$ cat config.mk
export PLATFORM = sky130hd
export DESIGN_NAME = instr_fetch_seq_flat
export DESIGN_NICKNAME = d
export VERILOG_FILES = /design/src/rtl/instr_fetch_seq_pkg.sv /design/src/rtl/instr_fetch_seq_if.sv /design/src/rtl/instr_fetch_seq_jump_cond.sv /design/src/rtl/instr_fetch_seq.sv /design/src/flat_wrapper.sv
export SDC_FILE = /design/constraint.sdc
export NUM_CORES = 1
export LEC_CHECK = 0
export BUFFER_PORTS_ARGS = -buffer_cell sky130_fd_sc_hd__buf_2
export CELL_PAD_IN_SITES_DETAIL_PLACEMENT = 0
export CELL_PAD_IN_SITES_GLOBAL_PLACEMENT = 1
export CORE_MARGIN = 2
export CORE_UTILIZATION = 38
export DETAILED_ROUTE_END_ITERATION = 16
export GPL_ROUTABILITY_DRIVEN = 0
export PLACE_DENSITY = 0.79
export RECOVER_POWER = 50
export SLEW_MARGIN = 15
export SYNTH_ARGS = -nofsm -noshare
export SYNTH_HDL_FRONTEND = slang
export SYNTH_SLANG_ARGS = --single-unit
$ cat constraint.sdc
create_clock -name clock -period 2.1 [get_ports clock]
set_input_delay 0.105 -clock clock [delete_from_list [all_inputs] [get_ports clock]]
set_output_delay 0.105 -clock clock [all_outputs]
set_load 0.05 [all_outputs]
$ cat src/rtl/instr_fetch_seq_pkg.sv
// Shared types and constants for the instruction fetch sequencer.
// Holds the fetch FSM state encoding and the jump opcode field layout.
// BREAKPOINT_EN adds the HALT state to the encoding.
package fetch_pkg;

    typedef enum logic [2:0] {
        ADDR_OP,
        LATCH_OP,
        ADDR_ARG,
        LATCH_ARG,
        ISSUE
`ifdef BREAKPOINT_EN
        , HALT
`endif
    } state_t;

    // Jump opcodes share the top three bits; the low bits select the condition.
    localparam logic [2:0] JMP_CLASS   = 3'b100;
    localparam int         COND_BIT    = 4;
    localparam int         FLAGSEL_BIT = 3;
    localparam int         NEG_BIT     = 2;

    localparam logic [7:0] LOAD   = 8'h00;
    localparam logic [7:0] ADD    = 8'h40;
    localparam logic [7:0] AND    = 8'h10;
    localparam logic [7:0] SUB    = 8'h60;
    localparam logic [7:0] INPUT  = 8'hA0;
    localparam logic [7:0] OUTPUT = 8'hE0;
    localparam logic [7:0] JUMP   = 8'h80;
    localparam logic [7:0] JUMPZ  = 8'h90;
    localparam logic [7:0] JUMPC  = 8'h98;
    localparam logic [7:0] JUMPNZ = 8'h94;
    localparam logic [7:0] JUMPNC = 8'h9C;

endpackage

$ cat src/rtl/instr_fetch_seq_if.sv
// Bundles program RAM, ALU flag and decoder handshake signals of the fetch unit.
// No logic, no latency.
// master = fetch unit (drives address/instruction), slave = RAM/ALU/decoder side.
interface instr_fetch_seq_if #(
    parameter int ADDR_W = 8
);
    logic [ADDR_W-1:0] op_mem_addr;
    logic              op_mem_re;
    logic [7:0]        ip_mem_data;
    logic              ip_carry;
    logic              ip_zero;
    logic [7:0]        op_IR;
    logic [7:0]        op_arg;
    logic              op_ir_valid;
    logic              ip_ir_ready;
    logic              op_jump_taken;
    logic [ADDR_W-1:0] op_pc;

    modport master (
        output op_mem_addr, op_mem_re, op_IR, op_arg, op_ir_valid, op_jump_taken, op_pc,
        input  ip_mem_data, ip_carry, ip_zero, ip_ir_ready
    );

    modport slave (
        input  op_mem_addr, op_mem_re, op_IR, op_arg, op_ir_valid, op_jump_taken, op_pc,
        output ip_mem_data, ip_carry, ip_zero, ip_ir_ready
    );
endinterface

$ cat src/rtl/instr_fetch_seq_jump_cond.sv
// Decides whether the current opcode is a taken jump from the ALU flags.
// Purely combinational, zero latency.
// No backpressure; output follows inputs.
module jump_cond_eval
    import fetch_pkg::*;
(
    input  logic [7:0] ir,
    input  logic       carry,
    input  logic       zero,
    output logic       taken
);
    logic is_jmp;
    logic flag;
    logic unused_ir_low;

    assign is_jmp = (ir[7:5] == JMP_CLASS);
    assign flag   = ir[FLAGSEL_BIT] ? carry : zero;
    // Unconditional jumps ignore the flag; conditional ones compare it against the negate bit.
    assign taken  = is_jmp & (~ir[COND_BIT] | (flag ^ ir[NEG_BIT]));

    // Operand-size bits of the opcode play no part in jump resolution.
    assign unused_ir_low = ^ir[1:0];
endmodule

$ cat src/rtl/instr_fetch_seq.sv
// Program sequencer: fetches two-byte instructions from sync RAM and issues them to the decoder.
// Latency: valid rises 4 enabled edges after ADDR_OP; one instruction per 5 cycles best case.
// Backpressure: holds IR/arg with valid high until ready; ip_clock_enable=0 freezes everything.
// Optional BREAKPOINT_EN adds a PC breakpoint that parks the FSM in HALT until resumed.
module instr_fetch_seq
    import fetch_pkg::*;
#(
    parameter int                ADDR_W   = 8,
    parameter logic [ADDR_W-1:0] RESET_PC = '0
) (
    input  logic              clock,
    input  logic              ip_clear_n,
    input  logic              ip_clock_enable,
    instr_fetch_seq_if.master bus
`ifdef BREAKPOINT_EN
    ,
    input  logic [ADDR_W-1:0] ip_bp_addr,
    input  logic              ip_bp_resume,
    output logic              op_halted
`endif
);
    state_t            state;
    logic [ADDR_W-1:0] pc;
    logic [7:0]        ir_q;
    logic [7:0]        arg_q;
    logic              valid_q;
    logic              jump_q;
    logic              taken;
    logic              fetch_ok;

    jump_cond_eval u_jump_cond (
        .ir    (ir_q),
        .carry (bus.ip_carry),
        .zero  (bus.ip_zero),
        .taken (taken)
    );

`ifdef BREAKPOINT_EN
    logic bp_skip;
    logic halted_q;
    logic bp_hit;

    // A breakpoint stops the opcode read; bp_skip lets the resumed fetch through once.
    assign bp_hit    = (state == ADDR_OP) && (pc == ip_bp_addr) && !bp_skip;
    assign fetch_ok  = !bp_hit;
    assign op_halted = halted_q;
`else
    assign fetch_ok  = 1'b1;
`endif

    // Read strobe is decoded from state so the RAM sees the address in the same cycle.
    assign bus.op_mem_re     = ip_clear_n & ip_clock_enable &
                               (((state == ADDR_OP) && fetch_ok) || (state == ADDR_ARG));
    assign bus.op_mem_addr   = pc;
    assign bus.op_pc         = pc;
    assign bus.op_IR         = ir_q;
    assign bus.op_arg        = arg_q;
    assign bus.op_ir_valid   = valid_q;
    assign bus.op_jump_taken = jump_q;

    // Fetch FSM with registered outputs; all state advances only on enabled edges.
    always_ff @(posedge clock or negedge ip_clear_n) begin
        if (!ip_clear_n) begin
            state    <= ADDR_OP;
            pc       <= RESET_PC;
            ir_q     <= 8'h00;
            arg_q    <= 8'h00;
            valid_q  <= 1'b0;
            jump_q   <= 1'b0;
`ifdef BREAKPOINT_EN
            bp_skip  <= 1'b0;
            halted_q <= 1'b0;
`endif
        end else if (ip_clock_enable) begin
            jump_q <= 1'b0;
            case (state)
                ADDR_OP: begin
`ifdef BREAKPOINT_EN
                    if (bp_hit) begin
                        state    <= HALT;
                        halted_q <= 1'b1;
                    end else begin
                        state    <= LATCH_OP;
                        bp_skip  <= 1'b0;
                    end
`else
                    state <= LATCH_OP;
`endif
                end
                LATCH_OP: begin
                    ir_q  <= bus.ip_mem_data;
                    pc    <= pc + ADDR_W'(1);
                    state <= ADDR_ARG;
                end
                ADDR_ARG: begin
                    state <= LATCH_ARG;
                end
                LATCH_ARG: begin
                    arg_q   <= bus.ip_mem_data;
                    pc      <= pc + ADDR_W'(1);
                    valid_q <= 1'b1;
                    state   <= ISSUE;
                end
                ISSUE: begin
                    if (bus.ip_ir_ready) begin
                        valid_q <= 1'b0;
                        state   <= ADDR_OP;
                        if (taken) begin
                            pc     <= ADDR_W'(arg_q);
                            jump_q <= 1'b1;
                        end
                    end
                end
`ifdef BREAKPOINT_EN
                HALT: begin
                    if (ip_bp_resume) begin
                        halted_q <= 1'b0;
                        bp_skip  <= 1'b1;
                        state    <= ADDR_OP;
                    end
                end
`endif
                default: begin
                    state <= ADDR_OP;
                end
            endcase
        end
    end
endmodule
$ cat src/flat_wrapper.sv
// flat-port wrapper written by rule: the top's interface ports become plain ports
module instr_fetch_seq_flat import fetch_pkg::*;
#(
    parameter int                ADDR_W   = 8,
    parameter logic [ADDR_W-1:0] RESET_PC = '0
)
  (clock, ip_clear_n, ip_clock_enable, bus_op_mem_addr, bus_op_mem_re, bus_op_IR, bus_op_arg, bus_op_ir_valid, bus_op_jump_taken, bus_op_pc, bus_ip_mem_data, bus_ip_carry, bus_ip_zero, bus_ip_ir_ready);
  instr_fetch_seq_if #(.ADDR_W(ADDR_W)) bus_i ();
  input  logic clock;
  input  logic ip_clear_n;
  input  logic ip_clock_enable;
  output wire logic [$bits(bus_i.op_mem_addr)-1:0] bus_op_mem_addr;
  output wire logic [$bits(bus_i.op_mem_re)-1:0] bus_op_mem_re;
  output wire logic [$bits(bus_i.op_IR)-1:0] bus_op_IR;
  output wire logic [$bits(bus_i.op_arg)-1:0] bus_op_arg;
  output wire logic [$bits(bus_i.op_ir_valid)-1:0] bus_op_ir_valid;
  output wire logic [$bits(bus_i.op_jump_taken)-1:0] bus_op_jump_taken;
  output wire logic [$bits(bus_i.op_pc)-1:0] bus_op_pc;
  input wire logic [$bits(bus_i.ip_mem_data)-1:0] bus_ip_mem_data;
  input wire logic [$bits(bus_i.ip_carry)-1:0] bus_ip_carry;
  input wire logic [$bits(bus_i.ip_zero)-1:0] bus_ip_zero;
  input wire logic [$bits(bus_i.ip_ir_ready)-1:0] bus_ip_ir_ready;
  assign bus_op_mem_addr = bus_i.op_mem_addr;
  assign bus_op_mem_re = bus_i.op_mem_re;
  assign bus_op_IR = bus_i.op_IR;
  assign bus_op_arg = bus_i.op_arg;
  assign bus_op_ir_valid = bus_i.op_ir_valid;
  assign bus_op_jump_taken = bus_i.op_jump_taken;
  assign bus_op_pc = bus_i.op_pc;
  assign bus_i.ip_mem_data = bus_ip_mem_data;
  assign bus_i.ip_carry = bus_ip_carry;
  assign bus_i.ip_zero = bus_ip_zero;
  assign bus_i.ip_ir_ready = bus_ip_ir_ready;
  instr_fetch_seq #(.ADDR_W(ADDR_W), .RESET_PC(RESET_PC)) u_core (.clock(clock), .ip_clear_n(ip_clear_n), .ip_clock_enable(ip_clock_enable), .bus(bus_i));
endmodule
# Yosys cells after proc, flatten, opt, wreduce, memory -nomap -nowiden
# Cells that the tools add are included.
# word_totals
reg_bits	29
latchBits	0
mem_bits_rw	0
rom_bits	0
inputBits	14
output_inout_bits	35
elab_cells	41
n_memories	0
# op_classes
add_sub_neg	1
multipliers	0
div	0
magnitude_cmp	0
n_eq_ne	7
shift	0
n_mux	11
bitwise_logic	6
reduce_logical	10
# op_table
cell	n
$mux 8	2
$pmux 8 s2	1
$pmux 3 s5	1
$add 8x1->8 const B	1
$eq 3x2->1 const B	2
$eq 3x3->1 const B	2
$reduce_and 2->1	3
$mux 1	5
$reduce_and 4->1	1
$reduce_bool 2->1	2
$and 1x1->1	3
$eq 3x1->1 const B	1
$logic_not 3->1	1
$mux 3	1
$reduce_and 3->1	1
$ne 2x1->1 const B	1
$ne 2x2->1 const B	1
$pmux 1 s2	1
$reduce_or 2->1	1
$logic_or 1x1->1	1
$not 1->1	1
$or 1x1->1	1
$xor 1x1->1	1

# Depth between registers and ports, before layout
# depth
depth_word	7
mapped_depth	6
depth_no_buf	5

# Hierarchy
# Synthesis repeated with hierarchy kept, for this count alone.
# hier_totals
cells_unflattened	124
hier_area_um2	1396.3
# by_module_without_submodules
mod	instances	cells_per_inst	area_per_inst_um2	seq_area_each_um2
instr_fetch_seq	1	119	1365.1	725.7
jump_cond_eval	1	5	31.3	0.0

# Least setup slack after synthesis
# OpenSTA, ideal clock, no wires.
# synth_path
path_type	reg-to-output
startpoint	reg u_core.state[2]
endpoint	out bus_op_mem_re
t_arrival_ns	1.779
t_required_ns	1.995
path_slack_ns	0.216
stages_incl_launch_ff	3
path_buffers	0
path_cell_list	dfrtp_1 > nand2b_1 > nor3b_1
# synth_via
elab_chain_len	3
elab_cells_between_ends	4
classes_between	eq/ne (1); bitwise (1); reduce/logical (2)
# synth_rtl
element	line	source
start, declared	instr_fetch_seq.sv:22	state_t state;
start signal, assigned	instr_fetch_seq.sv:64	state <= ADDR_OP;
start signal, assigned	instr_fetch_seq.sv:87	state <= LATCH_OP;
start signal, assigned	instr_fetch_seq.sv:93	state <= ADDR_ARG;
$eq 3x2->1 / $logic_not 3->1 (equally long branches)	instr_fetch_seq.sv:53	(((state == ADDR_OP) && fetch_ok) || (state == ADDR_ARG));
$logic_or 1x1->1 *	instr_fetch_seq.sv:53	
$and 1x1->1 *	instr_fetch_seq.sv:52	assign bus.op_mem_re = ip_clear_n & ip_clock_enable &
end, declared	flat_wrapper.sv:13	output wire logic [$bits(bus_i.op_mem_re)-1:0] bus_op_mem_re;
# Every way passes the cells marked *; elsewhere a longest branch is shown, timed or not.

# Worst setup path after layout
# layout_path
startpoint	reg u_core.ir_q[6], in the netlist u_core.bus.op_IR[6]
endpoint	reg u_core.pc[1], in the netlist u_core.bus.op_mem_addr[1]
# layout_via
elab_chain_len	4
# layout_rtl
element	line	source
start, declared	instr_fetch_seq.sv:24	logic [7:0] ir_q;
start signal, assigned	instr_fetch_seq.sv:91	ir_q <= bus.ip_mem_data;
$eq 3x3->1	instr_fetch_seq_jump_cond.sv:16	assign is_jmp = (ir[7:5] == JMP_CLASS);
$and 1x1->1	instr_fetch_seq_jump_cond.sv:19	assign taken = is_jmp & (~ir[COND_BIT] | (flag ^ ir[NEG_BIT]));
$ne 2x1->1 (no line)	-	
$reduce_and 4->1 (no line)	-	
end signal, assigned	instr_fetch_seq.sv:92	pc <= pc + ADDR_W'(1);
end signal, assigned	instr_fetch_seq.sv:100	pc <= pc + ADDR_W'(1);
end signal, assigned	instr_fetch_seq.sv:109	pc <= ADDR_W'(arg_q);
end, declared	instr_fetch_seq.sv:23	logic [ADDR_W-1:0] pc;
# Every way passes these cells.
# A chain may end at the register's enable or synchronous reset.

==> summary.md <==
| Metric | Value |
|---|---|
| Synth area leaders | dfrtp_1, mux2_2, buf_4, nand2_1, buf_6 |
| Crit. End Element | flop |
| Worst hold stages | 2 |
| #FFs+latches synth | 29 |
| Initial Util | 40.5% |
| Area leader, netlist | dfrtp_1 |
| Synth cell types | 40 |
| Routed len/inst | 15.0 um |
| Die height | 67.1 um |
| Top cell types by occurrence after synthesis | dfrtp_1, nand2_1, mux2_2 |
| Clock skew | 0.00266 ns |
| Row count | 22 |
| DRT iter0 DRCs | 76 |
| Max Slew Vio Count | 0 |
| Crit path largest cell delay | slightly above 0.5 ns |
| Clk Latency, worst-skew pair | 0.28 ns |
| Vias in the first global route | 1138 |
| RSZ-0062 raised after global routing | false |
| CTS Buf Count | 5 |
| Number of antenna violations at the first check in global routing | 0 |
| Min Tclk post-route | about 1.8 ns |
| Fraction of registers with async set/reset | 100% |
| Worst r2r src | u_core.bus.op_IR[6] |
| Area growth syn-to-layout | 18.2% |
| DRT antenna net count | 0 |
| Max H-tree Level | 2 |
| Root buf cell | clkbuf_8 |
| Most frequent cell after synthesis | dfrtp_1 |
| Clock Pin Slew Worst Setup and Hold Paths | 0.06 ns |
| Post-DP HPWL | 2470 um |
| I/O Buffers | 48 |
| Syn Inst Count | between 100 and 150 |
| DRC violations left | 0 |
| Routed vias | roughly 1200 |
| Routed vias/inst | around 5.2 |
| Maximum clock rate | 556 MHz |
| Final setup viols | 0 |
| I/O pin cnt | ~50 |
| CTS tree | built |
| RR Endpoint | u_core.bus.op_mem_addr[1] |
| R2R cell count | 4 |
| DRT Wirelength | 3330 um |
| Sequential share of the synthesized area | around 48% |
| TNS Setup | 0 ns |
| Startpoint types | flop |
| Slew margin rel. | about 53% |
| Endpoints failing hold | 0 |
| Layout Nets | 188 |
| Hold Path Origin | bus_ip_mem_data[2] |
| Die X | about 67 um |
| Tightest Hold Check Type | in -> reg |
| Total GRT Usage | 16.8% |
| Reg2Reg Setup Slack | 0.30 ns |
| Slowest stage cell, crit path | nor3b_1 |
| Share of layout cells above drive strength 1 | 33.3% |
| Clk buf depth | 2 |
| EDFF count, synth | 0 |
| Worst setup path category | reg -> reg |
| Worst-Margin Slew | 0.710 ns |
| Core ar. | 3740 um2 |
| Crit path required time | 2.26 ns |
| FILL cells | 384 |
| Syn Nets | 142 |
| YS warnings | 0 |
| Final Cycle Share | 85.7% |
| DIE AREA | 4510 um2 |
| Main synth FF type | dfrtp_1 |
| Post-synth top area share | 47.9% |
| Largest net degree at the start of global routing | 30 |
| Max_cap viols | 0 |
| Mapped Area | 1520 um2 |
| CP max FO | 7 |
| Total grt overflow | 0 |
| Ant diodes | 0 |
| CP arrival | 1.96 ns |
| Pre-antenna DRT Iters | 4 |
| Hold EP | u_core.bus.op_arg[2] |
| Cell Chain, Critical Path | nor3b_1 -> o221ai_4 -> a21oi_4 -> mux2_4 |
| First-pass GRT wire length | 5530 um |
| Syn Area/Cell | 11.9 um2 |
| Clk sinks | 29 |
| Outcome | complete, no violations |
## cells in the final DEF (no fill, tap or decap), types with 4 or more instances in the layout
cell type / n
a21oi_1: 4
buf_2: 31
mux2_2: 13
clkbuf_1: 20
nand2_1: 14
mux2i_1: 4
dfrtp_1: 29
o21ai_0: 4
clkbuf_8: 5
## sequential cells by signal, summed over array words and instances, names as in the netlist
| register | cells |
|---|---|
| u_core.bus.op_mem_addr | 8 |
| u_core.state | 3 |
| u_core.bus.op_arg | 8 |
| u_core.bus.op_jump_taken | 1 |
| u_core.bus.op_ir_valid | 1 |
| u_core.bus.op_IR | 8 |
## how the worst max path moves through the flow
stage                   startpoint                        end  slack, ns  depth (start not counted)
6_report       u_core.bus.op_IR[6]  u_core.bus.op_mem_addr[1]       0.30                          4
5_1_grt        u_core.bus.op_IR[7]  u_core.bus.op_mem_addr[1]       0.20                          4
4_1_cts        u_core.bus.op_IR[6]  u_core.bus.op_mem_addr[1]       0.30                          4
3_5_place_dp   u_core.bus.op_IR[6]  u_core.bus.op_mem_addr[1]       0.31                          4
3_3_place_gp       u_core.state[1]  u_core.bus.op_mem_addr[1]       0.38                          4
2_1_floorplan      u_core.state[2]              bus_op_mem_re       0.22                          2
## final cells by class
type                       count  area, um2  area share [%]
timing repair buffer          51        241            13.5
clock buffer                   8       80.1            4.47
tap                           48       60.1            3.35
inverter                       3       11.3           0.628
multi-input combinational     83        673            37.6
sequential                    29        726            40.5
## metal layers
layer  vias up  track usage (%)  part of all wire [%]
met1       562             22.1                    46
met2        40             25.2                    47
li1        553                -                     -
met4         0             7.14                   1.5
met5         -                0                     0
met3         5             5.83                   5.6
## through the flow
stage,instance area [um2],hold slack (ns),util [%],setup WS (ns),cells
final,1790,0.0596,47.9,0.300,222
after floorplan,1520,-0.191,-,0.216,127
after global routing,1790,0.0664,47.9,0.195,222
after CTS,1820,0.0561,48.5,0.300,222
after global placement,1730,0.154,46.1,0.377,213
after detailed placement,1730,0.158,46.1,0.313,213
## worst max-delay path: cells and delay by family (launching register included)
kind	cells	cell delay, ns
mux	1	0.32
compound gates	2	0.44
flops	1	0.41
simple gates	1	0.51
## what timing repair did
item                       in CTS  in global routing
hold endpoints to repair       29                  0
setup buffers                   0                  0
setup endpoints to repair       0                  0
gates resized for setup         0                  0
hold buffers                    1                  0
## logic make-up after synthesis
family	after synthesis	share of synthesized area, %
multiplexers	21	15.5
adder cells (fa/ha/maj)	1	0.826
buffers and inverters	15	7.68
flip-flops	29	47.9
AO/OA/AOI/OAI	25	13.4
AND/OR/NAND/NOR	36	14.7
Power is left out: the tool's default activity adds up to more than one toggle a clock period on the data nets, which glitch-free logic cannot reach.
